[src/rtl/kf_host_ctrl.sv]
// kf_host_ctrl
// Host-side initiator for the Kalman-filter core's external port.
// It collects NIN measurement words from a valid/ready stream and writes
// them into the core's data bank through DIR/WRITE. The core must be idle
// while this happens. It then pulses START and waits for the core to go
// busy and then idle again. The first result strobe of the run is captured
// into a one-entry valid/ready output buffer.
//
// Ports
//   clk, rst_n           clock, asynchronous active-low reset
//   s_valid/s_ready      input word handshake; s_data carries the word
//   m_valid/m_ready      result handshake; m_data carries the result
//   kf_start             one-cycle START pulse to the core
//   kf_data_in/kf_dir    registered write data and address to the core
//   kf_write             registered write strobe to the core
//   kf_ready             core idle indication
//   kf_data_out(_valid)  core result word and its strobe
//   busy                 high whenever the controller is not loading
//   timeout_err          sticky wait-state timeout flag, cleared by reset
module kf_host_ctrl #(
    parameter int W         = 24,
    parameter int ADDRW     = 5,
    parameter int NIN       = 2,
    parameter int BASE_ADDR = 0,
    parameter int TIMEOUT   = 1024
) (
    input  logic             clk,
    input  logic             rst_n,
    input  logic             s_valid,
    output logic             s_ready,
    input  logic [W-1:0]     s_data,
    output logic             m_valid,
    input  logic             m_ready,
    output logic [W-1:0]     m_data,
    output logic             kf_start,
    output logic [W-1:0]     kf_data_in,
    output logic [ADDRW-1:0] kf_dir,
    output logic             kf_write,
    input  logic             kf_ready,
    input  logic [W-1:0]     kf_data_out,
    input  logic             kf_data_out_valid,
    output logic             busy,
    output logic             timeout_err
);

    localparam int IDXW = (NIN > 1) ? $clog2(NIN) : 1;
    localparam int CW   = $clog2(TIMEOUT + 1);

    typedef enum logic [2:0] {
        LOAD,
        ARM,
        WAIT_BUSY,
        WAIT_RES,
        WAIT_DONE
    } state_t;

    state_t           state, state_n;
    logic [IDXW-1:0]  idx, idx_n;
    logic [CW-1:0]    wait_cnt, wait_cnt_n;
    logic             m_valid_n, kf_start_n, kf_write_n, timeout_err_n;
    logic [W-1:0]     m_data_n, kf_data_in_n;
    logic [ADDRW-1:0] kf_dir_n;

    logic accept;
    logic timed_out;

    // The input is accepted only while loading and while the core is idle.
    // If kf_ready drops mid-frame, loading stalls and idx keeps its value.
    assign s_ready   = (state == LOAD) && kf_ready;
    assign accept    = s_valid && s_ready;
    assign busy      = (state != LOAD);
    // This fires on the TIMEOUT-th consecutive cycle spent in the current wait state.
    assign timed_out = (wait_cnt == CW'(TIMEOUT - 1));

    always_comb begin
        // NOTE: every signal gets a default before the case statement. No path can then leave a signal unassigned, so no latch is inferred.
        state_n       = state;
        idx_n         = idx;
        wait_cnt_n    = wait_cnt;
        kf_start_n    = 1'b0;
        kf_write_n    = 1'b0;
        kf_dir_n      = kf_dir;
        kf_data_in_n  = kf_data_in;
        m_data_n      = m_data;
        m_valid_n     = m_valid && !m_ready;
        timeout_err_n = timeout_err;

        unique case (state)
            LOAD: begin
                if (accept) begin
                    kf_write_n   = 1'b1;
                    kf_dir_n     = ADDRW'(BASE_ADDR + 32'(idx));
                    kf_data_in_n = s_data;
                    if (idx == IDXW'(NIN - 1)) begin
                        idx_n   = '0;
                        state_n = ARM;
                    end else begin
                        idx_n = idx + 1'b1;
                    end
                end
            end

            ARM: begin
                // A new run starts only after the previous result has been taken.
                if (!m_valid) begin
                    kf_start_n = 1'b1;
                    wait_cnt_n = '0;
                    state_n    = WAIT_BUSY;
                end
            end

            WAIT_BUSY, WAIT_RES: begin
                // The strobe has priority. It can arrive before the core is seen busy.
                if (kf_data_out_valid) begin
                    m_data_n   = kf_data_out;
                    m_valid_n  = 1'b1;
                    wait_cnt_n = '0;
                    state_n    = WAIT_DONE;
                end else if (state == WAIT_BUSY && !kf_ready) begin
                    wait_cnt_n = '0;
                    state_n    = WAIT_RES;
                end else if (timed_out) begin
                    timeout_err_n = 1'b1;
                    m_valid_n     = 1'b0;
                    idx_n         = '0;
                    state_n       = LOAD;
                end else begin
                    wait_cnt_n = wait_cnt + 1'b1;
                end
            end

            WAIT_DONE: begin
                // Further strobes in this run are ignored here.
                if (kf_ready) begin
                    state_n = LOAD;
                end else if (timed_out) begin
                    timeout_err_n = 1'b1;
                    m_valid_n     = 1'b0;
                    idx_n         = '0;
                    state_n       = LOAD;
                end else begin
                    wait_cnt_n = wait_cnt + 1'b1;
                end
            end

            default: state_n = LOAD;
        endcase
    end

    // Every register is reset, including the datapath registers, because the core
    // port must come out of reset at zero.
    always_ff @(posedge clk or negedge rst_n) begin
        if (!rst_n) begin
            state       <= LOAD;
            idx         <= '0;
            wait_cnt    <= '0;
            m_valid     <= 1'b0;
            m_data      <= '0;
            kf_start    <= 1'b0;
            kf_write    <= 1'b0;
            kf_dir      <= '0;
            kf_data_in  <= '0;
            timeout_err <= 1'b0;
        end else begin
            // NOTE: non-blocking assignments let all registers update together from the values of the previous cycle.
            state       <= state_n;
            idx         <= idx_n;
            wait_cnt    <= wait_cnt_n;
            m_valid     <= m_valid_n;
            m_data      <= m_data_n;
            kf_start    <= kf_start_n;
            kf_write    <= kf_write_n;
            kf_dir      <= kf_dir_n;
            kf_data_in  <= kf_data_in_n;
            timeout_err <= timeout_err_n;
        end
    end

endmodule

[config.mk]
export PLATFORM = sky130hd
export DESIGN_NAME = kf_host_ctrl
export DESIGN_NICKNAME = d
export VERILOG_FILES = /design/src/rtl/kf_host_ctrl.sv
export SDC_FILE = /design/constraint.sdc
export NUM_CORES = 1
export LEC_CHECK = 0
export ABC_AREA = 1
export CELL_PAD_IN_SITES_DETAIL_PLACEMENT = 1
export CELL_PAD_IN_SITES_GLOBAL_PLACEMENT = 2
export CORE_MARGIN = 5
export CORE_UTILIZATION = 24
export CTS_CLUSTER_SIZE = 10
export DETAILED_ROUTE_END_ITERATION = 8
export HOLD_SLACK_MARGIN = 0.02
export MAX_ROUTING_LAYER = met4
export PLACE_DENSITY_LB_ADDON = 0.1
export SLEW_MARGIN = 20
export SYNTH_ARGS = -nofsm -noshare
export SYNTH_HDL_FRONTEND = slang
export SYNTH_SLANG_ARGS = --single-unit
[constraint.sdc]
create_clock -name clk -period 2.2 [get_ports clk]
set_input_delay 0.66 -clock clk [delete_from_list [all_inputs] [get_ports clk]]
set_output_delay 0.66 -clock clk [all_outputs]
set_load 0.02 [all_outputs]
==> run summary, run 1 <==
Status - completed
Std-Cell Rows - 41
Core Area - 0.0126 mm^2
Largest net degree at the start of global routing - 28
DP Area - 0.00444 mm^2
Fin crit share - 0.947
Most frequent cells in the layout - nand2_1 (205), clkdlybuf4s50_1 (104), dfrtp_1 (67), inv_1 (27), nor2_1 (24)
# diodes - 0
Synth Area in Adders - 0.00410
Post-Route WL - 9550 um
Synth top area share - 0.557
Mapped Cells - 389
Setup CP Type - reg2out
First-pass GRT wire length - 16200 um
Dpl ws - -468 ps
Unrepaired setup endpoints after global routing - no
Max frequency - 480 MHz
Setup crit end kind - output port
Largest family of logic cells by synthesized area - simple AND/OR/NAND/NOR gates
Data required, critical path - 1540 ps
GP Congestion - 0.732
Share of layout cells above drive strength 1 - 0.0899
Synth area leaders - dfrtp_1 (56%), nand2_1 (25%), inv_1 (3.3%), nor2_1 (3.0%), nand3_1 (2.6%)
Synth area leader - dfrtp_1
Clock latency on the worst-skew pair - 340 ps
Worst Setup SP - state[1]
Min setup slack post-route - 117 ps
Fraction of synthesized cell area in xor and xnor cells - 0
Initial Utilization - 0.243
Die X-Extent - 123 um
Syn Std Cell Area - 0.00305 mm^2
DRC - 0
H-tree depth - 3
Max capacitance violation total - 0
Pleak - 2.34 nW
Router iterations before antenna repair - 4
Overall routing resource usage - 0.144
Via count - 2865
WHS - 229 ps
P&R area growth vs syn - 54.4%
Vias in the first global route - 3264
Via density - 4.12
Fin. max-slew vios - 0
Pwr Density - 1320 mW/mm^2
CTS root buffer - clkbuf_16
CTS Buffer Depth - 2
Worst-path fanout max - 6
Post-Route Setup TNS - 0 ps
Mapped Avg Cell Area - 7.85 um^2
Starting DRC count in detailed routing - 123
Hold_buf cts - 0
Routed Antenna Nets - 0
Postcts setup bufs - 0
Post-route cell area - 0.00471 mm^2
Worst r2r src - wait_cnt[0]
Min Tclk post-route - 2080 ps
Total CTS buffers - 9
Synth unique cells - 23
Worst Setup Start Kind - flip-flop
Final core utilization - 0.375
YS warnings - 0
Seq/Total Area, Yosys - 0.557
Gr ovfl total - 0
Wire length per cell - 13.7 um
Port Buffers - 108
Worst IR Drop VDD - 0.612 mV
Post-CTS sizing - 6
Final Skew - 4.56 ps
Synth Area in Compound Gates - 0.0213
Final hold violation count - 0
Top Ports - 113
Worst-path clk slew - 50 ps
CTS Sinks - 68
Final setup violation count - 0
Mux contribution to synthesized area - 0
CTS tree - built
Die Height - 123 um
Antenna violations before repair - 0
Post-synthesis simple-gate area fraction - 0.349
Worst Path Arrival - 1420 ps
#FFs+latches synth - 68
Final #Nets - 573
Die Area - 0.0151 mm^2
Hold WC Path Type - in2async
DPL Wire Length - 7070 um
Most common cell after layout, fill and taps aside - nand2_1
[power breakdown]
part	leakage (nW)	internal, mW	switching, mW
clock network	0.129	0.790	0.550
registers	0.861	1.74	0.296
logic	1.35	1.29	1.56
[kinds of logic (layout without fill, tap and decap cells)]
group                    after synthesis  in the layout
AND/OR/NAND/NOR                      263            263
flip-flops                            68             68
buffers and inverters                 44            175
AO/OA/AOI/OAI                         12             12
adder cells (fa/ha/maj)                1              1
other                                  1              4
[flip-flops by register name, summed over array words and instances (netlist names)]
name and cells:
kf_data_in 24, m_data 24, wait_cnt 11, state 3, idx 1, kf_dir 1, kf_start 1, kf_write 1
m_valid 1, timeout_err 1
[metal layers]
| layer | wire length (um) | GRT usage | vias up |
|---|---|---|---|
| met5 | 0 | - | - |
| met4 | 90 | 0.0420 | 0 |
| met3 | 701 | 0.0664 | 6 |
| met2 | 4380 | 0.215 | 68 |
| met1 | 4380 | 0.176 | 1358 |
| li1 | - | - | 1433 |
[cell usage after synthesis (all sizes together)]
library cell / n
nand2: 206
dfrtp: 68
inv: 30
nor2: 27
nand3: 17
buf: 10
o21ai: 7
nand4: 5
nor3: 5
clkbuf: 4
a21oi: 3
nand3b: 3
a21boi: 1
conb: 1
ha: 1
o31ai: 1
[layout make-up]
class | instances | area [um^2]
Multi-Input combinational cell | 280 | 1160
Clock buffer | 12 | 246
Clock inverter | 4 | 25.0
Tap cell | 172 | 215
Fill cell | 1520 | 7860
Sequential cell | 68 | 1700
Timing Repair Buffer | 129 | 1250
Inverter | 30 | 113
[path summary, 6_finish.rpt]
check,to,slack [ps],depth (start not counted)
setup / recovery,busy,120,4
hold / removal,wait_cnt[3],230,1
setup reg to reg,state[0],480,9
hold reg to reg,timeout_err,460,2
max in group asynchronous,m_data[9],1470,2
min in group clk,timeout_err,460,2
[critical path, stage by stage, from the launching register on]
cell and delay (ps):
dfrtp_2 440, nor2_4 120, nand2_2 60, buf_4 160, clkdlybuf4s15_1 290
[per-stage QoR]
stage / instances / total power, mW
after floorplan: 392 / 3.45
after CTS: 695 / 6.36
after global placement: 679 / 4.90
after global routing: 695 / 6.73
after detailed placement: 679 / 4.96
final: 695 / 6.22
(Power assumes the default switching activity.)
==> inputs of run 2 (changes only) <==
--- a/config.mk
+++ b/config.mk
@@ -9,9 +9,10 @@
 export CELL_PAD_IN_SITES_DETAIL_PLACEMENT = 1
 export CELL_PAD_IN_SITES_GLOBAL_PLACEMENT = 2
 export CORE_MARGIN = 5
-export CORE_UTILIZATION = 24
+export CORE_UTILIZATION = 22
 export CTS_CLUSTER_SIZE = 10
 export DETAILED_ROUTE_END_ITERATION = 8
+export GPL_TIMING_DRIVEN = 1
 export HOLD_SLACK_MARGIN = 0.02
 export MAX_ROUTING_LAYER = met4
 export PLACE_DENSITY_LB_ADDON = 0.1
==> constraint.sdc (replaced) <==
create_clock -name clk -period 1.8 [get_ports clk]
set_input_delay 0.54 -clock clk [delete_from_list [all_inputs] [get_ports clk]]
set_output_delay 0.54 -clock clk [all_outputs]
set_load 0.02 [all_outputs]
==> run 2 against run 1 <==
Global-route usage shrank 1.9 points. Total power grew 25%. Via count grew 1.1%. Critical endpoint is now s_ready. Combinational power grew 15%. Clock skew grew 3.7 ps. Count of clock-buffer cells in the layout shrank 2. Clock power grew 55%. Non-clock buffer count grew 13. Routed wire length shrank 1.6%. Core utilization shrank 2.1 points.
==> run summary, run 2 (synthesis gave the netlist of run 1 again) <==
Post-Route Setup TNS - 0 ps
Data required, critical path - 1260 ps
Antenna violations before repair - 0
Setup CP Type - reg2out
Max frequency - 577 MHz
Total CTS buffers - 9
Final Skew - 8.29 ps
Setup crit end kind - output port
Gr ovfl total - 0
CTS tree - built
Worst Path Arrival - 1190 ps
WHS - 103 ps
Post-Route WL - 9410 um
Worst Setup Start Kind - flip-flop
Initial Utilization - 0.223
Worst Setup SP - state[0]
DRC - 0
DP Area - 0.00456 mm^2
Worst IR Drop VDD - 0.568 mV
GP Congestion - 0.707
CTS Sinks - 68
Pleak - 2.58 nW
Top Ports - 113
Post-route cell area - 0.00485 mm^2
Most common cell after layout, fill and taps aside - nand2_1
Final #Nets - 586
Final setup violation count - 0
CTS root buffer - clkbuf_16
CTS Buffer Depth - 2
Core Area - 0.0137 mm^2
# diodes - 0
Worst-path fanout max - 2
Status - completed
DPL Wire Length - 7060 um
Wire length per cell - 13.1 um
Die Area - 0.0163 mm^2
Hold WC Path Type - in2async
Overall routing resource usage - 0.126
First-pass GRT wire length - 15800 um
Clock latency on the worst-skew pair - 340 ps
Most frequent cells in the layout - nand2_1 (205), dfrtp_1 (68), dlygate4sd2_1 (54), clkdlybuf4s50_1 (51), buf_4 (32)
Largest net degree at the start of global routing - 35
Pwr Density - 1600 mW/mm^2
Routed Antenna Nets - 0
Router iterations before antenna repair - 4
Final hold violation count - 0
Die X-Extent - 128 um
Via density - 4.04
Max capacitance violation total - 0
Vias in the first global route - 3205
Die Height - 128 um
Worst-path clk slew - 60 ps
Unrepaired setup endpoints after global routing - no
Top Registers - kf_data_in (24), m_data (24), wait_cnt (11)
Starting DRC count in detailed routing - 95
Via count - 2896
Min Tclk post-route - 1730 ps
P&R area growth vs syn - 58.9%
Share of layout cells above drive strength 1 - 0.118
Postcts setup bufs - 0
Fin. max-slew vios - 0
Filler Cell Count - 1676
Std-Cell Rows - 43
Worst r2r src - state[0]
H-tree depth - 3
Port Buffers - 108
Fin crit share - 0.962
## run 2: cell types whose count changed in the layout (fill, tap and decap cells not counted), sizes merged
cell,previous run,this run
buf,23,37
bufinv,0,3
clkbuf,12,10
clkdlybuf4s15,1,0
clkdlybuf4s50,104,51
clkinvlp,2,1
dlygate4sd2,0,54
dlymetal6s2s,1,0
## run 2: what timing repair did
item,in CTS,in global routing
resized for setup,66,3
hold buffers,0,0
setup endpoints to repair,55,2
pin swaps,3,1
## run 2: area by class of cell
| class | count | area, um^2 | area share |
|---|---|---|---|
| Tap cell | 180 | 225 | 0.0464 |
| Sequential cell | 68 | 1700 | 0.351 |
| Clock inverter | 6 | 111 | 0.0230 |
| Multi-Input combinational cell | 280 | 1160 | 0.240 |
| Clock buffer | 10 | 239 | 0.0493 |
| Timing Repair Buffer | 142 | 1300 | 0.267 |
| Inverter | 30 | 113 | 0.0232 |
## run 2: worst max-delay path, stage by stage, from the launching register on
cell and delay [ps]:
dfrtp_1 400, nor2_4 130, nand2_2 80, nor2_2 120, buf_6 120
## run 2: routing by layer
| layer | vias up | global-route usage | share of wire |
|---|---|---|---|
| met3 | 12 | 0.0454 | 0.073 |
| met5 | - | - | 0 |
| met4 | 0 | 0.0524 | 0.016 |
| met1 | 1345 | 0.152 | 0.46 |
| met2 | 71 | 0.190 | 0.45 |
| li1 | 1468 | - | - |
## run 2: report_power, final
part / internal [mW] / switching (mW) / total, mW
Clock: 1.39 / 0.685 / 2.08
Sequential: 2.12 / 0.310 / 2.43
Combinational: 1.33 / 1.94 / 3.26
## run 2: through the flow
step,setup slack [ps],util,power (mW),std cells
2_1_floorplan,214,-,4.22,392
3_3_place_gp,-514,0.332,6.13,700
3_5_place_dp,-525,0.332,6.17,700
4_1_cts,-14.0,0.353,7.94,716
5_1_grt,5.35,0.354,8.38,716
6_report,68.3,0.354,7.77,716
## run 2: path summary, 6_finish.rpt
kind / depth (start not counted) / end / slack [ps]
setup / recovery: 4 / s_ready / 70
hold / removal: 1 / m_data[18] / 100
setup reg to reg: 8 / idx / 210
hold reg to reg: 2 / kf_data_in[7] / 460
max in group asynchronous: 2 / kf_data_in[6] / 1170
min in group clk: 2 / kf_data_in[7] / 460
